**src/rtl/uart_cmd_parser.sv**
```systemverilog
`default_nettype none
// ============================================================================
// Module   : uart_cmd_parser
// Desc     : Assembles SYNC/CMD/LEN/ARG/CHK frames from UART bytes into one
//            decoded command with valid/ready; optional CMD_TIMEOUT_EN macro
//            adds an inter-byte timeout.
// Revision : 1.0 - initial release
// ============================================================================
module uart_cmd_parser #(
    parameter logic [7:0] SYNC_BYTE      = 8'hA5,
    parameter int         MAX_LEN        = 4,
    parameter int         TIMEOUT_CYCLES = 1024
) (
    input  logic        baud_clock,
    input  logic        reset,
    input  logic [7:0]  data_received,
    input  logic        data_rdy,
    input  logic        cmd_ready,
    output logic        cmd_valid,
    output logic [7:0]  cmd_opcode,
    output logic [31:0] cmd_arg,
    output logic [2:0]  cmd_len,
    output logic        err_pulse,
    output logic [2:0]  err_code
);

    localparam logic [7:0] c_max_len     = 8'(MAX_LEN);
    localparam logic [2:0] c_err_len     = 3'd1;
    localparam logic [2:0] c_err_chk     = 3'd2;
    localparam logic [2:0] c_err_overrun = 3'd3;
    localparam logic [2:0] c_err_timeout = 3'd4;

    if (MAX_LEN < 1 || MAX_LEN > 4 || TIMEOUT_CYCLES < 1) begin : g_param_check
        $error("uart_cmd_parser: MAX_LEN must be 1..4 and TIMEOUT_CYCLES >= 1");
    end

    typedef enum logic [2:0] {
        WAIT_SYNC = 3'd0,
        GET_CMD   = 3'd1,
        GET_LEN   = 3'd2,
        GET_ARG   = 3'd3,
        GET_CHK   = 3'd4
    } state_t;

    state_t      state_q, state_d;
    logic [7:0]  opcode_q, opcode_d;
    logic [2:0]  len_q, len_d;
    logic [1:0]  idx_q, idx_d;
    logic [31:0] arg_q, arg_d;
    logic [7:0]  chk_q, chk_d;

    logic        cmd_valid_q, cmd_valid_d;
    logic [7:0]  cmd_opcode_q, cmd_opcode_d;
    logic [31:0] cmd_arg_q, cmd_arg_d;
    logic [2:0]  cmd_len_q, cmd_len_d;
    logic        err_pulse_q, err_pulse_d;
    logic [2:0]  err_code_q, err_code_d;

    logic        frame_done;
    logic        timeout_hit;

`ifdef CMD_TIMEOUT_EN
    localparam int                 c_tmo_w   = $clog2(TIMEOUT_CYCLES + 1);
    localparam logic [c_tmo_w-1:0] c_tmo_max = c_tmo_w'(TIMEOUT_CYCLES);

    logic [c_tmo_w-1:0] tmo_cnt_q, tmo_cnt_d;

    // Counter saturates at the limit; it only matters while a frame is open.
    always_comb begin
        tmo_cnt_d = tmo_cnt_q;
        if (state_q == WAIT_SYNC || data_rdy) begin
            tmo_cnt_d = '0;
        end else if (tmo_cnt_q != c_tmo_max) begin
            tmo_cnt_d = tmo_cnt_q + c_tmo_w'(1);
        end
    end

    always_ff @(posedge baud_clock or posedge reset) begin
        if (reset) begin
            tmo_cnt_q <= '0;
        end else begin
            tmo_cnt_q <= tmo_cnt_d;
        end
    end

    assign timeout_hit = (state_q != WAIT_SYNC) && (tmo_cnt_q == c_tmo_max);
`else
    assign timeout_hit = 1'b0;
`endif

    always_comb begin
        state_d      = state_q;
        opcode_d     = opcode_q;
        len_d        = len_q;
        idx_d        = idx_q;
        arg_d        = arg_q;
        chk_d        = chk_q;
        cmd_valid_d  = cmd_valid_q;
        cmd_opcode_d = cmd_opcode_q;
        cmd_arg_d    = cmd_arg_q;
        cmd_len_d    = cmd_len_q;
        err_pulse_d  = 1'b0;
        err_code_d   = err_code_q;
        frame_done   = 1'b0;

        // A timeout takes priority over a byte arriving in the same cycle.
        if (timeout_hit) begin
            state_d     = WAIT_SYNC;
            err_pulse_d = 1'b1;
            err_code_d  = c_err_timeout;
        end else if (data_rdy) begin
            case (state_q)
                WAIT_SYNC: begin
                    if (data_received == SYNC_BYTE) begin
                        state_d = GET_CMD;
                    end
                end
                GET_CMD: begin
                    opcode_d = data_received;
                    chk_d    = data_received;
                    state_d  = GET_LEN;
                end
                GET_LEN: begin
                    if (data_received > c_max_len) begin
                        err_pulse_d = 1'b1;
                        err_code_d  = c_err_len;
                        state_d     = WAIT_SYNC;
                    end else begin
                        len_d   = data_received[2:0];
                        chk_d   = chk_q ^ data_received;
                        arg_d   = '0;
                        idx_d   = '0;
                        state_d = (data_received == 8'd0) ? GET_CHK : GET_ARG;
                    end
                end
                GET_ARG: begin
                    arg_d[{idx_q, 3'b000} +: 8] = data_received;
                    chk_d = chk_q ^ data_received;
                    idx_d = idx_q + 2'd1;
                    if ({1'b0, idx_q} == (len_q - 3'd1)) begin
                        state_d = GET_CHK;
                    end
                end
                GET_CHK: begin
                    if (data_received != chk_q) begin
                        err_pulse_d = 1'b1;
                        err_code_d  = c_err_chk;
                    end else begin
                        frame_done = 1'b1;
                    end
                    state_d = WAIT_SYNC;
                end
                default: state_d = WAIT_SYNC;
            endcase
        end

        // A completed frame may replace a command accepted in the same cycle.
        if (frame_done) begin
            if (!cmd_valid_q || cmd_ready) begin
                cmd_valid_d  = 1'b1;
                cmd_opcode_d = opcode_q;
                cmd_arg_d    = arg_q;
                cmd_len_d    = len_q;
            end else begin
                err_pulse_d = 1'b1;
                err_code_d  = c_err_overrun;
            end
        end else if (cmd_valid_q && cmd_ready) begin
            cmd_valid_d = 1'b0;
        end
    end

    always_ff @(posedge baud_clock or posedge reset) begin
        if (reset) begin
            state_q      <= WAIT_SYNC;
            opcode_q     <= '0;
            len_q        <= '0;
            idx_q        <= '0;
            arg_q        <= '0;
            chk_q        <= '0;
            cmd_valid_q  <= 1'b0;
            cmd_opcode_q <= '0;
            cmd_arg_q    <= '0;
            cmd_len_q    <= '0;
            err_pulse_q  <= 1'b0;
            err_code_q   <= '0;
        end else begin
            state_q      <= state_d;
            opcode_q     <= opcode_d;
            len_q        <= len_d;
            idx_q        <= idx_d;
            arg_q        <= arg_d;
            chk_q        <= chk_d;
            cmd_valid_q  <= cmd_valid_d;
            cmd_opcode_q <= cmd_opcode_d;
            cmd_arg_q    <= cmd_arg_d;
            cmd_len_q    <= cmd_len_d;
            err_pulse_q  <= err_pulse_d;
            err_code_q   <= err_code_d;
        end
    end

    assign cmd_valid  = cmd_valid_q;
    assign cmd_opcode = cmd_opcode_q;
    assign cmd_arg    = cmd_arg_q;
    assign cmd_len    = cmd_len_q;
    assign err_pulse  = err_pulse_q;
    assign err_code   = err_code_q;

endmodule

`default_nettype wire
```
**config.mk**
```make
export PLATFORM = sky130hd
export DESIGN_NAME = uart_cmd_parser
export DESIGN_NICKNAME = d
export VERILOG_FILES = /design/src/rtl/uart_cmd_parser.sv
export SDC_FILE = /design/constraint.sdc
export NUM_CORES = 1
export LEC_CHECK = 0
export CELL_PAD_IN_SITES_DETAIL_PLACEMENT = 1
export CELL_PAD_IN_SITES_GLOBAL_PLACEMENT = 1
export CORE_AREA = 3 3 100 121
export CTS_CLUSTER_SIZE = 16
export DETAILED_ROUTE_END_ITERATION = 7
export DIE_AREA = 0 0 103 124
export GPL_TIMING_DRIVEN = 1
export HOLD_SLACK_MARGIN = 0.08
export MAX_ROUTING_LAYER = met4
export PLACE_DENSITY_LB_ADDON = 0.1
export SETUP_SLACK_MARGIN = 0.4
export SLEW_MARGIN = 5
export SYNTH_ARGS = -nofsm -noshare
export SYNTH_HDL_FRONTEND = slang
export SYNTH_SLANG_ARGS = --single-unit
```
**constraint.sdc**
```tcl
create_clock -name baud_clock -period 3.6 [get_ports baud_clock]
set_input_delay 0.54 -clock baud_clock [delete_from_list [all_inputs] [get_ports baud_clock]]
set_output_delay 0.54 -clock baud_clock [all_outputs]
set_load 0.02 [all_outputs]
```
==> impl_metrics.yaml, run 1 <==
status:
  outcome: "finished clean"
clock_network:
  cts_setup_buffers: 0
  numCtsBuffers: 9
  cts_sinks: 104
  path_clk_slew_ps: 70
  clock_latency_ps: 340
  cts.repair.resized: 0
  cts_tree: "done"
  cts.path.max_buffers: 2
  htree_levels: 3
  root_buffer: "clkbuf_16"
  ctsHoldBuffers: 0
synthesis:
  ys_warn_count: 0
  async_flop_share_pct: 100
  synthAdderAreaFrac_pct: 1.53
  synth_top_family_by_area: "multiplexers"
  synthSimpleGateAreaFrac_pct: 10.7
  syn_area_um2: 4890
  synth_edf_count: 0
  synth-seq-area-share_pct: 53.2
  synth_xor_area_share_pct: 1.97
  ys_top_cells_by_area: "dfrtp_1, mux2_2, mux2i_1, nand2_1, inv_1"
  syn-num-nets: 428
  netlist_instances: 410
  synth.area.mux_share_pct: 18.6
  synth_top_cell_by_area: "dfrtp_1"
  synth_compound_area_share_pct: 7.16
  synth-seq-cells: 104
  ys.flop_type: "dfrtp_1"
  yosysUniqueCellTypes: 48
  synth_area_per_cell_um2: 11.9
  yosysTopAreaCellShare_pct: 53.2
power_and_ir_drop:
  powerDensity_nw_per_um2: 482
  leakage_nw: 2.94
  ir_drop_uv: 238
global_routing:
  grt_pass1_wl_mm: 18.1
  overflow: 0
  antenna_found_initial: 0
  grt_usage_pct: 19.0
  grt_pass1_vias: 3473
  grt_max_degree: 37
critical_path:
  critPathMaxFanout: 22
  start_kind: "input pin"
  crit_path_end_kind: "flop"
  r2r_cells: 5
  path_class: "in2reg"
  rr_endpoint: "cmd_arg[26]"
  crit_arrival_ps: 2850
  worstPathRequired_ps: 3830
  reg2reg_slack_ps: 1240
  timing.rr.start: "state_q[0]"
sta:
  worst_pin_slew_ps: 792
  finalSetupViolCount: 0
  slew_violations: 0
  period_minus_slack_ps: 2630
  fin_worst_skew_ps: 9.48
  tns_ps: 0
  finalHoldViolations: 0
  fin_crit_sh_pct: 73.0
  max_freq_ghz: 0.381
  max_slew_margin_pct: 47.2
  grt_setup_unrepaired: "no"
finish:
  drive_above_1_share_pct: 21.3
  syn_to_final_growth_pct: 21.8
  seqCellArea_um2: 2600
  multiInputGateArea_um2: 1960
  final_cell_mix: "dfrtp_1, clkdlybuf4s50_1, mux2_2, nand2_1, inv_1"
  final_common_cell: "dfrtp_1"
  fin_util_pct: 54.0
  fillCellCount: 1160
  diodes: 0
  nNetsFinal: 493
route:
  ant_nets: 0
  first_pass_iters: 4
  dr_total_vias: 3287
  postRouteWirelength_mm: 11.0
  drt_first_iter_violations: 101
  drc: 0
  post_drt_wl_per_cell_um: 17.9
  viasPerCell: 5.37
min_path:
  hold_class: "reg2reg"
  hold_path_end: "err_code[1]"
  hold_depth: 1
  hp-start: "err_code[1]"
floorplan:
  fp.dieArea_um2: 12800
  start_util_pct: 44.3
  die_x_um: 103
  rows: 42
  io_pins: 60
  core-area_um2: 11000
  die_h_um: 124
run:
  drv_cap: 0
placement:
  io_buffers: 59
  place.gp.congestion: 0.784
  dp.final_hpwl_mm: 7.53
## worst max-delay path by stage
stage	from	to	slack (ps)
2_1_floorplan	data_received[3]	cmd_arg[0]	1380
3_3_place_gp	data_received[4]	cmd_arg[19]	730
3_5_place_dp	data_received[4]	cmd_arg[26]	630
4_1_cts	data_received[4]	cmd_arg[26]	980
5_1_grt	data_received[4]	cmd_arg[26]	920
6_report	data_received[4]	cmd_arg[26]	970
## cells in the mapped netlist, types with 3 or more instances
library cell    n
nor4_1          5
nand3_1         3
a31oi_4         3
nand2_1        45
xor2_1          9
nor3_1          6
nor2b_1         3
buf_2           9
a22oi_1         4
ha_1            6
o21ai_1         3
clkbuf_1        4
inv_1          43
nand3b_1        3
buf_4           4
nand4_1         9
nand2b_1        3
dfrtp_1       104
mux2i_1        32
buf_6           7
mux2_2         51
o32ai_1         5
o21ai_0        15
## kinds of logic (layout without fill, tap and decap cells)
family                     count (synthesis)  count (layout)
AOI/OAI and AO/OA                         43              43
xor gates and xnor gates                  11              11
adders and majority gates                  6               6
buffers and inverters                     68             138
DFF                                      104             104
muxes                                     84              84
and+or+nand+nor                           94              94
## per-layer routing
| metal | vias to the layer above | part of all wire (%) | global-route usage, % | wire length [um] |
|---|---|---|---|---|
| met4 | 0 | 2.2 | 7.45 | 238 |
| met3 | 19 | 2.3 | 2.24 | 253 |
| met2 | 59 | 50 | 31.4 | 5520 |
| li1 | 1538 | - | - | - |
| met1 | 1671 | 45 | 23.8 | 4970 |
| met5 | - | 0 | - | 0 |
## where the power goes
part           internal [W]  switching [W]
clock network      0.000631       0.000427
logic              0.000185       0.000202
registers           0.00131       0.000111
total               0.00213       0.000740
## final cells by class
| class | count | area share (%) |
|---|---|---|
| clock buffer | 10 | 4.01 |
| inverter | 43 | 2.77 |
| clock inverter | 6 | 1.51 |
| timing repair buffer | 79 | 12.4 |
| multi-input combinational | 238 | 32.8 |
| tap | 132 | 2.77 |
| sequential | 104 | 43.7 |
## state kept, by name, indices dropped and copies added (netlist names)
register	count
cmd_arg	32
idx_q	2
cmd_opcode	8
len_q	3
cmd_valid	1
err_code	3
opcode_q	8
state_q	3
err_pulse	1
cmd_len	3
arg_q	32
chk_q	8
## worst max-delay path, stage by stage
cell,delay [ps]
clkdlybuf4s50_1,560
xor2_1,240
nor4_1,460
and4_2,330
buf_4,310
mux2_2,380
## metrics by stage
| stage | hold slack (ps) | area, um^2 | instances | setup WS (ps) | total power (W) |
|---|---|---|---|---|---|
| floorplan | 474 | 4890 | 410 | 1380 | 0.00171 |
| global placement | 465 | 5630 | 596 | 727 | 0.00181 |
| detailed placement | 483 | 5630 | 596 | 630 | 0.00184 |
| CTS | 495 | 5960 | 612 | 983 | 0.00291 |
| global route | 521 | 5960 | 612 | 919 | 0.00301 |
| finish | 495 | 5960 | 612 | 973 | 0.00287 |
(Power assumes the default switching activity.)
==> inputs of run 2 (changes only) <==
--- a/config.mk
+++ b/config.mk
@@ -7,10 +7,10 @@
 export LEC_CHECK = 0
 export CELL_PAD_IN_SITES_DETAIL_PLACEMENT = 1
 export CELL_PAD_IN_SITES_GLOBAL_PLACEMENT = 1
-export CORE_AREA = 3 3 100 121
+export CORE_AREA = 3 3 105 128
 export CTS_CLUSTER_SIZE = 16
 export DETAILED_ROUTE_END_ITERATION = 7
-export DIE_AREA = 0 0 103 124
+export DIE_AREA = 0 0 108 131
 export GPL_TIMING_DRIVEN = 1
 export HOLD_SLACK_MARGIN = 0.08
 export MAX_ROUTING_LAYER = met4
==> constraint.sdc (replaced) <==
create_clock -name baud_clock -period 2.3 [get_ports baud_clock]
set_input_delay 0.345 -clock baud_clock [delete_from_list [all_inputs] [get_ports baud_clock]]
set_output_delay 0.345 -clock baud_clock [all_outputs]
set_load 0.02 [all_outputs]
==> run 2 against run 1 <==
Effect of this change:
- critical path depth is the same
- hold slack lost 92 ps
- global-route usage shrank 0.068 points
- critical path type is now reg2reg
- largest cell class unchanged
- total power grew 61%
- sequential share of layout area down 3.8 points
- final area rose by 9.7%
- register-to-register slack got worse by 920 ps
==> impl_metrics.yaml, run 2 (same netlist as run 1, synthesis figures left out) <==
clock_network:
  clock_latency_ps: 340
  cts.path.max_buffers: 2
  root_buffer: "clkbuf_16"
  numCtsBuffers: 9
  path_clk_slew_ps: 70
  ctsHoldBuffers: 0
  cts_sinks: 104
  htree_levels: 3
  cts_tree: "done"
route:
  drc: 0
  dr_total_vias: 3477
  drt_first_iter_violations: 123
  postRouteWirelength_mm: 12.6
  viasPerCell: 5.08
  post_drt_wl_per_cell_um: 18.4
  ant_nets: 0
  first_pass_iters: 4
critical_path:
  path_class: "reg2reg"
  worstPathRequired_ps: 2530
  critical-path-top-delay-family: "simple AND/OR/NAND/NOR gates"
  start_kind: "flop"
  max_stage_delay_ps: 400
  crit_buf_inv: 2
  crit_arrival_ps: 2210
  crit_path_end_kind: "flop"
  path_cells: "xor2_1 -> nor4_2 -> buf_4 -> and4_4 -> buf_12 -> mux2_2"
  slowest_stage: "dfrtp_1"
  critPathMaxFanout: 12
placement:
  io_buffers: 59
  place.gp.congestion: 0.783
  dp.final_hpwl_mm: 8.34
sta:
  finalSetupViolCount: 0
  slew_violations: 0
  max_slew_margin_pct: 63.1
  fin_crit_sh_pct: 86.3
  hold_ws_ps: 403
  finalHoldViolations: 0
  worst_pin_slew_ps: 552
  grt_setup_unrepaired: "yes"
  max_freq_ghz: 0.504
  tns_ps: 0
  period_minus_slack_ps: 1980
  fin_worst_skew_ps: 6.77
run:
  drv_cap: 0
min_path:
  hold_class: "in2async"
power_and_ir_drop:
  fin_total_pwr_w: 0.00462
  powerDensity_nw_per_um2: 707
  leakage_nw: 3.23
  ir_drop_uv: 337
finish:
  nNetsFinal: 534
  syn_to_final_growth_pct: 33.6
  drive_above_1_share_pct: 30.0
  final_common_cell: "dfrtp_1"
  diodes: 0
  final_cell_mix: "dfrtp_1, clkdlybuf4s50_1, buf_4, nand2_1, inv_1"
status:
  outcome: "finished clean"
global_routing:
  grt_usage_pct: 18.9
  grt_pass1_wl_mm: 20.0
  overflow: 0
  grt_pass1_vias: 3819
  antenna_found_initial: 0
  grt_max_degree: 34
floorplan:
  start_util_pct: 39.3
  rows: 45
  io_pins: 60
  fp.dieArea_um2: 14100
  die_x_um: 108
  die_h_um: 131
  core-area_um2: 12400
-- run 2: cell count changes in the layout (fill, tap and decap cells not counted), sizes merged --
cell,previous run,this run
bufinv,2,1
dlygate4sd2,0,7
clkbuf,10,13
clkinv,2,1
dlymetal6s2s,0,2
buf,20,59
clkdlybuf4s50,59,50
-- run 2: path summary, 6_finish.rpt --
check / startpoint / cells after the start / slack (ps) / endpoint
setup / recovery: chk_q[1] / 6 / 320 / cmd_arg[6]
hold / removal: reset / 2 / 400 / cmd_arg[12]
setup reg to reg: chk_q[1] / 6 / 320 / cmd_arg[6]
hold reg to reg: err_code[1] / 1 / 490 / err_code[1]
max in group asynchronous: reset / 3 / 1350 / state_q[1]
min in group baud_clock: err_code[1] / 1 / 490 / err_code[1]
-- run 2: metal layers --
| layer | global-route usage, % | share of wire, % | vias to the layer above |
|---|---|---|---|
| li1 | - | - | 1620 |
| met3 | 2.95 | 2.4 | 16 |
| met2 | 32.2 | 53 | 61 |
| met5 | - | 0 | - |
| met1 | 22.6 | 42 | 1780 |
| met4 | 7.58 | 2.2 | 0 |
-- run 2: repair_timing --
item,4_1_cts,5_1_grt
pin swaps,4,4
setup buffers,10,6
resized for setup,19,24
endpoints found under the setup margin,86,88
cloned,1,3
endpoints found under the hold margin,0,0
-- run 2: area by class of cell --
| class | count | area [um^2] |
|---|---|---|
| timing repair buffer | 120 | 1170 |
| inverter | 43 | 165 |
| fill | 1325 | 5910 |
| multi-input combinational | 238 | 2080 |
| clock inverter | 4 | 51.3 |
| clock buffer | 11 | 253 |
| tap | 164 | 205 |
| sequential | 104 | 2610 |
-- run 2: per-stage QoR --
step / worst slack [ps] / utilization (%) / std cells / instance area (um^2)
after floorplan: 292 / - / 410 / 4940
after global placement: -370 / 47.4 / 649 / 5900
after detailed placement: -340 / 47.4 / 649 / 5900
after CTS: 325 / 50.9 / 675 / 6330
after global routing: 223 / 52.5 / 684 / 6540
final: 316 / 52.5 / 684 / 6540
-- run 2: power by group --
group / leakage (nW) / switching, W / internal [W]
registers: 1.25 / 0.000153 / 0.00206
logic: 1.83 / 0.000417 / 0.000434
clock network: 0.148 / 0.000660 / 0.000899
total: 3.23 / 0.00123 / 0.00339
